--- config.mk ---
export PLATFORM = sky130hd
export DESIGN_NAME = axi4_lite_result_fifo
export DESIGN_NICKNAME = d
export VERILOG_FILES = /design/src/rtl/axi4_lite_result_fifo.sv
export SDC_FILE = /design/constraint.sdc
export NUM_CORES = 1
export LEC_CHECK = 0
export CORE_ASPECT_RATIO = 1.75
export CORE_MARGIN = 2
export CORE_UTILIZATION = 45
export CTS_BUF_LIST = sky130_fd_sc_hd__clkbuf_8
export CTS_CLUSTER_SIZE = 10
export DETAILED_ROUTE_END_ITERATION = 12
export GPL_TIMING_DRIVEN = 0
export HOLD_SLACK_MARGIN = 0.15
export PLACE_DENSITY = 0.8
export SLEW_MARGIN = 20
export SYNTH_ARGS = -nofsm -noshare
export SYNTH_HDL_FRONTEND = slang
export SYNTH_SLANG_ARGS = --single-unit
--- constraint.sdc ---
create_clock -name S_AXI_ACLK -period 5.69 [get_ports S_AXI_ACLK]
set_input_delay 1.138 -clock S_AXI_ACLK [delete_from_list [all_inputs] [get_ports S_AXI_ACLK]]
set_output_delay 1.138 -clock S_AXI_ACLK [all_outputs]
set_load 0.005 [all_outputs]
--- src/rtl/axi4_lite_result_fifo.sv ---
// Capture FIFO for the adder result, drained by the SoC over an AXI4-Lite slave port.
// Capture is gated by CTRL.enable and qualified by sample_en (mode 0) or by a change of result_in (mode 1).
module axi4_lite_result_fifo #(
    parameter int DATA_W = 4,
    parameter int DEPTH  = 16
) (
    input  logic              S_AXI_ACLK,
    input  logic              S_AXI_ARESETN,
    input  logic [31:0]       S_AXI_AWADDR,
    input  logic [2:0]        S_AXI_AWPROT,
    input  logic              S_AXI_AWVALID,
    output logic              S_AXI_AWREADY,
    input  logic [31:0]       S_AXI_WDATA,
    input  logic [3:0]        S_AXI_WSTRB,
    input  logic              S_AXI_WVALID,
    output logic              S_AXI_WREADY,
    output logic [1:0]        S_AXI_BRESP,
    output logic              S_AXI_BVALID,
    input  logic              S_AXI_BREADY,
    input  logic [31:0]       S_AXI_ARADDR,
    input  logic [2:0]        S_AXI_ARPROT,
    input  logic              S_AXI_ARVALID,
    output logic              S_AXI_ARREADY,
    output logic [31:0]       S_AXI_RDATA,
    output logic [1:0]        S_AXI_RRESP,
    output logic              S_AXI_RVALID,
    input  logic              S_AXI_RREADY,
    input  logic [DATA_W-1:0] result_in,
    input  logic              sample_en
);
    localparam int AW = (DEPTH > 1) ? $clog2(DEPTH) : 1;
    localparam int CW = AW + 1;

    logic              awready_r;
    logic              bvalid_r;
    logic              arready_r;
    logic              rvalid_r;
    logic [31:0]       rdata_r;
    logic              enable_r;
    logic              mode_r;
    logic              overflow_r;
    logic [DATA_W-1:0] last_r;
    logic [AW-1:0]     wr_ptr_r;
    logic [AW-1:0]     rd_ptr_r;
    logic [CW-1:0]     count_r;
    logic [DATA_W-1:0] mem_r [DEPTH];

    logic              aw_hs_s;
    logic              ar_hs_s;
    logic              ctrl_wr_s;
    logic              flush_s;
    logic              empty_s;
    logic              full_s;
    logic              pop_s;
    logic              capture_s;
    logic              push_s;
    logic [31:0]       rd_word_s;
    logic              unused_s;

    assign aw_hs_s   = awready_r & S_AXI_AWVALID & S_AXI_WVALID;
    assign ar_hs_s   = arready_r & S_AXI_ARVALID;
    assign ctrl_wr_s = aw_hs_s & (S_AXI_AWADDR[3:2] == 2'd2) & S_AXI_WSTRB[0];
    assign flush_s   = ctrl_wr_s & S_AXI_WDATA[2];
    assign empty_s   = (count_r == CW'(0));
    assign full_s    = (count_r == CW'(DEPTH));
    assign pop_s     = ar_hs_s & (S_AXI_ARADDR[3:2] == 2'd0) & ~empty_s;
    // A pop in the same cycle frees a slot, so a full FIFO still accepts the sample.
    assign push_s    = capture_s & (~full_s | pop_s);

    assign S_AXI_AWREADY = awready_r;
    assign S_AXI_WREADY  = awready_r;
    assign S_AXI_BVALID  = bvalid_r;
    assign S_AXI_BRESP   = 2'b00;
    assign S_AXI_ARREADY = arready_r;
    assign S_AXI_RVALID  = rvalid_r;
    assign S_AXI_RDATA   = rdata_r;
    assign S_AXI_RRESP   = 2'b00;

    assign unused_s = ^{S_AXI_AWPROT, S_AXI_ARPROT, S_AXI_AWADDR[31:4], S_AXI_AWADDR[1:0],
                        S_AXI_ARADDR[31:4], S_AXI_ARADDR[1:0], S_AXI_WDATA[31:3], S_AXI_WSTRB[3:1]};

    // Capture qualification for the current cycle.
    always_comb begin
        capture_s = 1'b0;
        if (enable_r) begin
            if (mode_r) begin
                capture_s = (result_in != last_r);
            end else begin
                capture_s = sample_en;
            end
        end else begin
            capture_s = 1'b0;
        end
    end

    // Read data mux, sampled into rdata_r on the read accept edge.
    always_comb begin
        rd_word_s = 32'd0;
        case (S_AXI_ARADDR[3:2])
            2'd0: begin
                if (!empty_s) begin
                    rd_word_s[DATA_W-1:0] = mem_r[rd_ptr_r];
                    rd_word_s[31]         = 1'b1;
                end else begin
                    rd_word_s = 32'd0;
                end
            end
            2'd1: begin
                rd_word_s[0]    = empty_s;
                rd_word_s[1]    = full_s;
                rd_word_s[2]    = overflow_r;
                rd_word_s[16:8] = 9'(count_r);
            end
            2'd2:    rd_word_s[1:0] = {mode_r, enable_r};
            default: rd_word_s = 32'd0;
        endcase
    end

    // AXI handshakes: single outstanding read and write, one-cycle ready pulses.
    always_ff @(posedge S_AXI_ACLK or negedge S_AXI_ARESETN) begin
        if (!S_AXI_ARESETN) begin
            awready_r <= 1'b0;
            bvalid_r  <= 1'b0;
            arready_r <= 1'b0;
            rvalid_r  <= 1'b0;
            rdata_r   <= 32'd0;
        end else begin
            awready_r <= ~awready_r & S_AXI_AWVALID & S_AXI_WVALID & ~bvalid_r;
            if (aw_hs_s) begin
                bvalid_r <= 1'b1;
            end else if (S_AXI_BREADY) begin
                bvalid_r <= 1'b0;
            end
            arready_r <= ~arready_r & S_AXI_ARVALID & ~rvalid_r;
            if (ar_hs_s) begin
                rvalid_r <= 1'b1;
                rdata_r  <= rd_word_s;
            end else if (S_AXI_RREADY) begin
                rvalid_r <= 1'b0;
            end
        end
    end

    // Control register, capture history, FIFO pointers and occupancy; flush overrides push and pop.
    always_ff @(posedge S_AXI_ACLK or negedge S_AXI_ARESETN) begin
        if (!S_AXI_ARESETN) begin
            enable_r   <= 1'b0;
            mode_r     <= 1'b0;
            overflow_r <= 1'b0;
            last_r     <= '0;
            wr_ptr_r   <= '0;
            rd_ptr_r   <= '0;
            count_r    <= '0;
        end else begin
            if (ctrl_wr_s) begin
                enable_r <= S_AXI_WDATA[0];
                mode_r   <= S_AXI_WDATA[1];
            end
            if (flush_s) begin
                overflow_r <= 1'b0;
                last_r     <= '0;
                wr_ptr_r   <= '0;
                rd_ptr_r   <= '0;
                count_r    <= '0;
            end else begin
                if (capture_s) begin
                    last_r <= result_in;
                end
                if (capture_s && full_s && !pop_s) begin
                    overflow_r <= 1'b1;
                end
                if (push_s) begin
                    wr_ptr_r <= wr_ptr_r + AW'(1);
                end
                if (pop_s) begin
                    rd_ptr_r <= rd_ptr_r + AW'(1);
                end
                case ({push_s, pop_s})
                    2'b10:   count_r <= count_r + CW'(1);
                    2'b01:   count_r <= count_r - CW'(1);
                    default: count_r <= count_r;
                endcase
            end
        end
    end

    // FIFO storage; contents need no reset since count gates visibility.
    always_ff @(posedge S_AXI_ACLK) begin
        if (push_s && !flush_s) begin
            mem_r[wr_ptr_r] <= result_in;
        end
    end
endmodule

* Yosys cells after proc, flatten, opt, wreduce, memory -nomap -nowiden *
Memory sizes are Yosys's and may differ from the RTL's.
Cells that the tools add are included.

cells by class
  add/sub/neg operators = 4
  equal/unequal tests = 7
  muxes and demuxes = 25
  bitwise operators = 21
  reductions and logical operators = 14

operator list
  cell                 number
  $mux 4               7
  $mux 15              1
  $and 1x1->1          14
  $mux 1               12
  $reduce_bool 2->1    6
  $mux 5               2
  $pmux 5 s2           1
  $add 4x1->4 const B  2
  $eq 2x2->1 const B   3
  $not 1->1            6
  $pmux 2 s3           1
  $add 5x1->5 const B  1
  $eq 5x5->1 const B   1
  $logic_not 5->1      1
  $sub 5x1->5 const B  1
  $eq 2x1->1 const B   2
  $ne 4x4->1           1
  $logic_and 1x1->1    3
  $reduce_bool 3->1    1
  $logic_not 1->1      2
  $logic_not 2->1      1
  $pmux 1 s2           1
  $or 1x1->1           1

word-level totals
  bits in registers = 56
  memory bits (writable) = 64
  input bits = 118
  logic and storage cells = 84
  memories kept = 1

memory list
  memory  words  bits a word  rd ports  clocked after memory_dff  write ports  line  text
  mem_r   16     4            1         0                         1            46    logic [DATA_W-1:0] mem_r [DEPTH];

* Depth between registers and ports, before layout *
  word-level depth = 9
  mapped depth = 12
  mapped depth without buffers = 11

* Worst setup path after synthesis *
OpenSTA, ideal clock, no wires.

  path kind = input to register
  start = input port sample_en
  end = register count_r[4]
  library setup time = 131 ps
  data arrival time = 3,177 ps
  path slack = 2,382 ps
  stages on the path = 9
  path buffers = 0
  path through = o21ai_1 -> a21oi_2 -> nor2_1 -> xor2_1 -> ha_1 -> o31ai_1 -> nand2b_1 -> a41o_1 -> or3_1

on the way
  word-level cells in the longest chain between the ends = 6
  elaborated cells on any way between the ends = 8
  those cells by class = eq/ne (2); mux (4); bitwise (1); reduce/logical (1)

ends and longest elaborated chain
  item                                      line  text
  from (decl)                               29    input logic sample_en
  $mux 1 (*)                                86    if (mode_r) begin
  $mux 1 (*)                                85    if (enable_r) begin
  $and 1x1->1 (*)                           68    assign push_s = capture_s & (~full_s | pop_s);
  $eq 2x1->1 or $eq 2x2->1 (tied branches)  178   case ({push_s, pop_s})
  $pmux 5 s2                                178
  $mux 5                                    159   if (flush_s) begin
  to (signal assigned)                      179   2'b10: count_r <= count_r + CW'(1);
  to (signal assigned)                      180   2'b01: count_r <= count_r - CW'(1);
  to (signal assigned)                      181   default: count_r <= count_r;
  to (decl)                                 45    logic [CW-1:0] count_r;

Mark *: on every way between the ends. The rest lies on a longest branch, timed or not.
A chain may end at the register's enable or synchronous reset.

* Worst setup path in the final report *
  start = input port result_in[2]
  end = register count_r[4]

on the way
  word-level cells in the longest chain between the ends = 7
  elaborated cells on any way between the ends = 9
  those cells by class = eq/ne (3); mux (4); bitwise (1); reduce/logical (1)

ends and longest elaborated chain
  item                                      line  text
  from (decl)                               28    input logic [DATA_W-1:0] result_in,
  $ne 4x4->1 (*)                            87    capture_s = (result_in != last_r);
  $mux 1 (*)                                86
  $mux 1 (*)                                85
  $and 1x1->1 (*)                           68
  $eq 2x1->1 or $eq 2x2->1 (tied branches)  178
  $pmux 5 s2                                178
  $mux 5                                    159

Marks and branches as above.

==> flow_summary.ini <==
[place]
globalplace.congestion = 0.840
hpwl_um = 6880
port_buffers = 34

[synth]
yosysUniqueCellTypes = 48
synth-compound-area-share = 0.0480
synth_xor_area_frac = 0.0251
ys_warn_count = 0
synth_edf_count = 64
yosysSeqAreaShare = 0.612
yosys.area_share.simple = 0.108
synthAdderAreaFrac = 0.0193
synthArstFlopShare = 0.347
synth_area_um2 = 4530
synthMuxAreaShare = 0.123
ys_seq_elements = 98
synth_top_family_by_area = multiplexers
synth_area_per_cell_um2 = 14.2
synth_flop_cell = edfxtp_1
netlist_instances = 319

[worst_setup_path]
critPathArrivalTime_ns = 4.39
path_cells = clkdlybuf4s50_1 -> xnor2_1 -> and3_1 -> a21oi_2 -> nor2_1 -> xor2_1 -> ha_1 -> o31ai_1 -> nand2b_1 -> a41o_1 -> or3_1
worst_ep_required_time_ns = 5.94
crit_type = in -> reg
rrSetupSlack_ns = 2.60
critical_path.slowest_cell = clkdlybuf4s50_1
start_kind = input port
worstPathMaxFanout = 18
slowest_delay_ns = 0.79
worstSetupEndpointType = flop

[timing]
max_freq_mhz = 241
hold_violations = 0
report.final.setup_viol = 0
min_period_ns = 4.14
rsz0062_at_grt = no
maxSlewViolCount = 0
tns_ns = 0
skew_ns = 0.0145
maxSlewHeadroom = 0.339
post-route-period-util = 0.728
tightest_slew_ns = 0.982

[run]
cap_viol_max_count = 0

[pwr]
p_total_mw = 1.89
powerDensity_nw_per_um2 = 354
internal_power_mw = 1.33
switching_share = 0.300
max-vdd-ir-drop_v = 0.000179
p_leak_nw = 2.06
p_switching_uw = 567
p_comb_frac = 0.294
clock_power_share = 0.236
seq_power_share = 0.470

[cts]
htree_levels = 3
cts_buffers = 9
post_cts_buffers = 0
cts-root-buf = clkbuf_8
cts_sinks = 98
cts_buffer_depth = 2
postCtsHoldBufs = 0
cts_resized = 0
insertion_delay_ns = 0.37
cts_tree = done
clkTransAtPathRegs_ns = 0.09

[die]
initial_utilization = 0.460
die_h_um = 137
ios = 159
rows = 48
core_um2 = 9850
dieArea_um2 = 10900
die_w_um = 79.9

[global_route]
antenna_found_initial = 0
grt_overflow = 0
grt_pass1_wl_um = 14200
grt_max_degree = 22
grt_pass1_vias = 2758
grtUsageTotal = 0.178

[cells_and_area]
postLayoutCoreUtil = 0.543
syn2layout_area_growth_pct = 18.0
area.sequential_um2 = 2770
multiInputGateArea_um2 = 1560
fillCellCount = 799
layout.nets = 515
drive_gt1_frac = 0.192
antenna_cells = 0

[route]
avgViaCountPerCell = 5.42
first_pass_iters = 4
drt_wl_total_um = 9150
drc = 0
drtAntennaViolNets = 0
avgRoutedWirePerCell_um = 17.6
vias = 2820
drt_iter0_drc = 165

[worst_hold_path]
holdCritPathClass = reg -> reg

[outcome]
status = complete, no violations
metal layers:
layer / wire length [µm] / vias up / part of all wire / track usage
li1: - / 1276 / - / -
met5: 0 / - / 0 / 0
met4: 374 / 0 / 0.041 / 0.112
met2: 5030 / 103 / 0.55 / 0.323
met1: 3260 / 1421 / 0.36 / 0.187
met3: 482 / 20 / 0.053 / 0.0290
area by class of cell:
class	count	share of cell area
timing repair buffer	35	0.0679
sequential	98	0.518
clock inverter	7	0.0145
buffer	43	0.0510
tap	125	0.0292
inverter	5	0.00351
clock buffer	9	0.0232
multi-input combinational	198	0.292
registers in the layout (all words and copies together) (netlist names), 4 cells and up:
name         cells
mem_r           64
count_r          5
last_r           4
S_AXI_RDATA     10
rd_ptr_r         4
wr_ptr_r         4
metrics by stage:
step | cell area [µm²] | worst slack, ns | hold slack (ns) | cells
detailed placement | 5150 | 1.23 | 0.447 | 504
global placement | 5120 | 1.34 | 0.440 | 503
global route | 5350 | 1.38 | 0.483 | 520
floorplan | 4630 | 2.38 | 0.449 | 344
finish | 5350 | 1.55 | 0.455 | 520
CTS | 5350 | 1.61 | 0.459 | 520
synth_stat cells (3+ instances only):
cell type,number,area (µm²)
and2_1,11,68.8
dfrtp_1,34,851
nor4_1,5,31.3
nand3_1,7,35.0
nand2_1,19,71.3
mux4_2,18,405
mux2_2,5,56.3
mux2i_1,7,70.1
inv_1,5,18.8
ha_1,7,87.6
buf_4,27,203
o21ai_0,5,25.0
a21oi_1,4,20.0
xor2_1,7,61.3
nor3_1,6,30.0
a22o_1,6,52.6
clkbuf_1,12,45.0
xnor2_1,6,52.6
nor3b_1,5,37.5
nand2b_1,3,18.8
nor2_1,21,78.8
edfxtp_1,64,1920
or3_1,3,18.8
nand4_1,3,18.8
critical path, delay by kind of cell:
family | cells | cell delay (ns)
and+or+nand+nor | 4 | 1.08
buffers and inverters | 1 | 0.79
AOI/OAI and AO/OA | 3 | 0.60
xor gates and xnor gates | 2 | 0.52
adders and majority gates | 1 | 0.25
cell families (layout without fill, tap and decap cells):
| family | Yosys count | after routing |
|---|---|---|
| fa+ha+maj | 7 | 7 |
| simple gates | 91 | 91 |
| flops | 98 | 98 |
| compound gates | 30 | 30 |
| other cells | 1 | 26 |
| mux | 31 | 31 |
| buf+inv | 48 | 99 |
| xor+xnor | 13 | 13 |
power by group through the flow:
stage               combinational (mW)  sequential [mW]  clock, mW
global route                     0.610            0.899      0.477
detailed placement               0.554            0.905          0
floorplan                        0.390            0.892          0
finish                           0.557            0.890      0.446
CTS                              0.558            0.889      0.452
global placement                 0.539            0.899          0
path summary, 6_finish.rpt:
check / end / depth (start not counted) / startpoint
worst max-delay path: count_r[4] / 11 / result_in[2]
worst min-delay path: S_AXI_AWREADY / 1 / S_AXI_BVALID
worst max register to register: count_r[4] / 9 / mode_r
worst min register to register: S_AXI_AWREADY / 1 / S_AXI_BVALID
max in group asynchronous: wr_ptr_r[3] / 2 / S_AXI_ARESETN
min in group asynchronous: S_AXI_RDATA[12] / 1 / S_AXI_ARESETN
cells in the final DEF, fill, tap and decap left out, types with 6 or more instances in the layout:
cell	Yosys	final
ha_1	7	7
mux2i_1	7	7
clkbuf_1	12	12
nor2_1	21	21
xor2_1	7	7
a22o_1	6	6
clkdlybuf4s50_1	0	33
conb_1	1	26
xnor2_1	6	6
and2_1	11	11
inv_1	5	6
mux4_2	18	18
nor3_1	6	6
edfxtp_1	64	64
dfrtp_1	34	34
nand3_1	7	7
clkbuf_8	0	9
buf_4	27	27
nand2_1	19	19
Note: power is estimated with default switching activity, not from simulation.
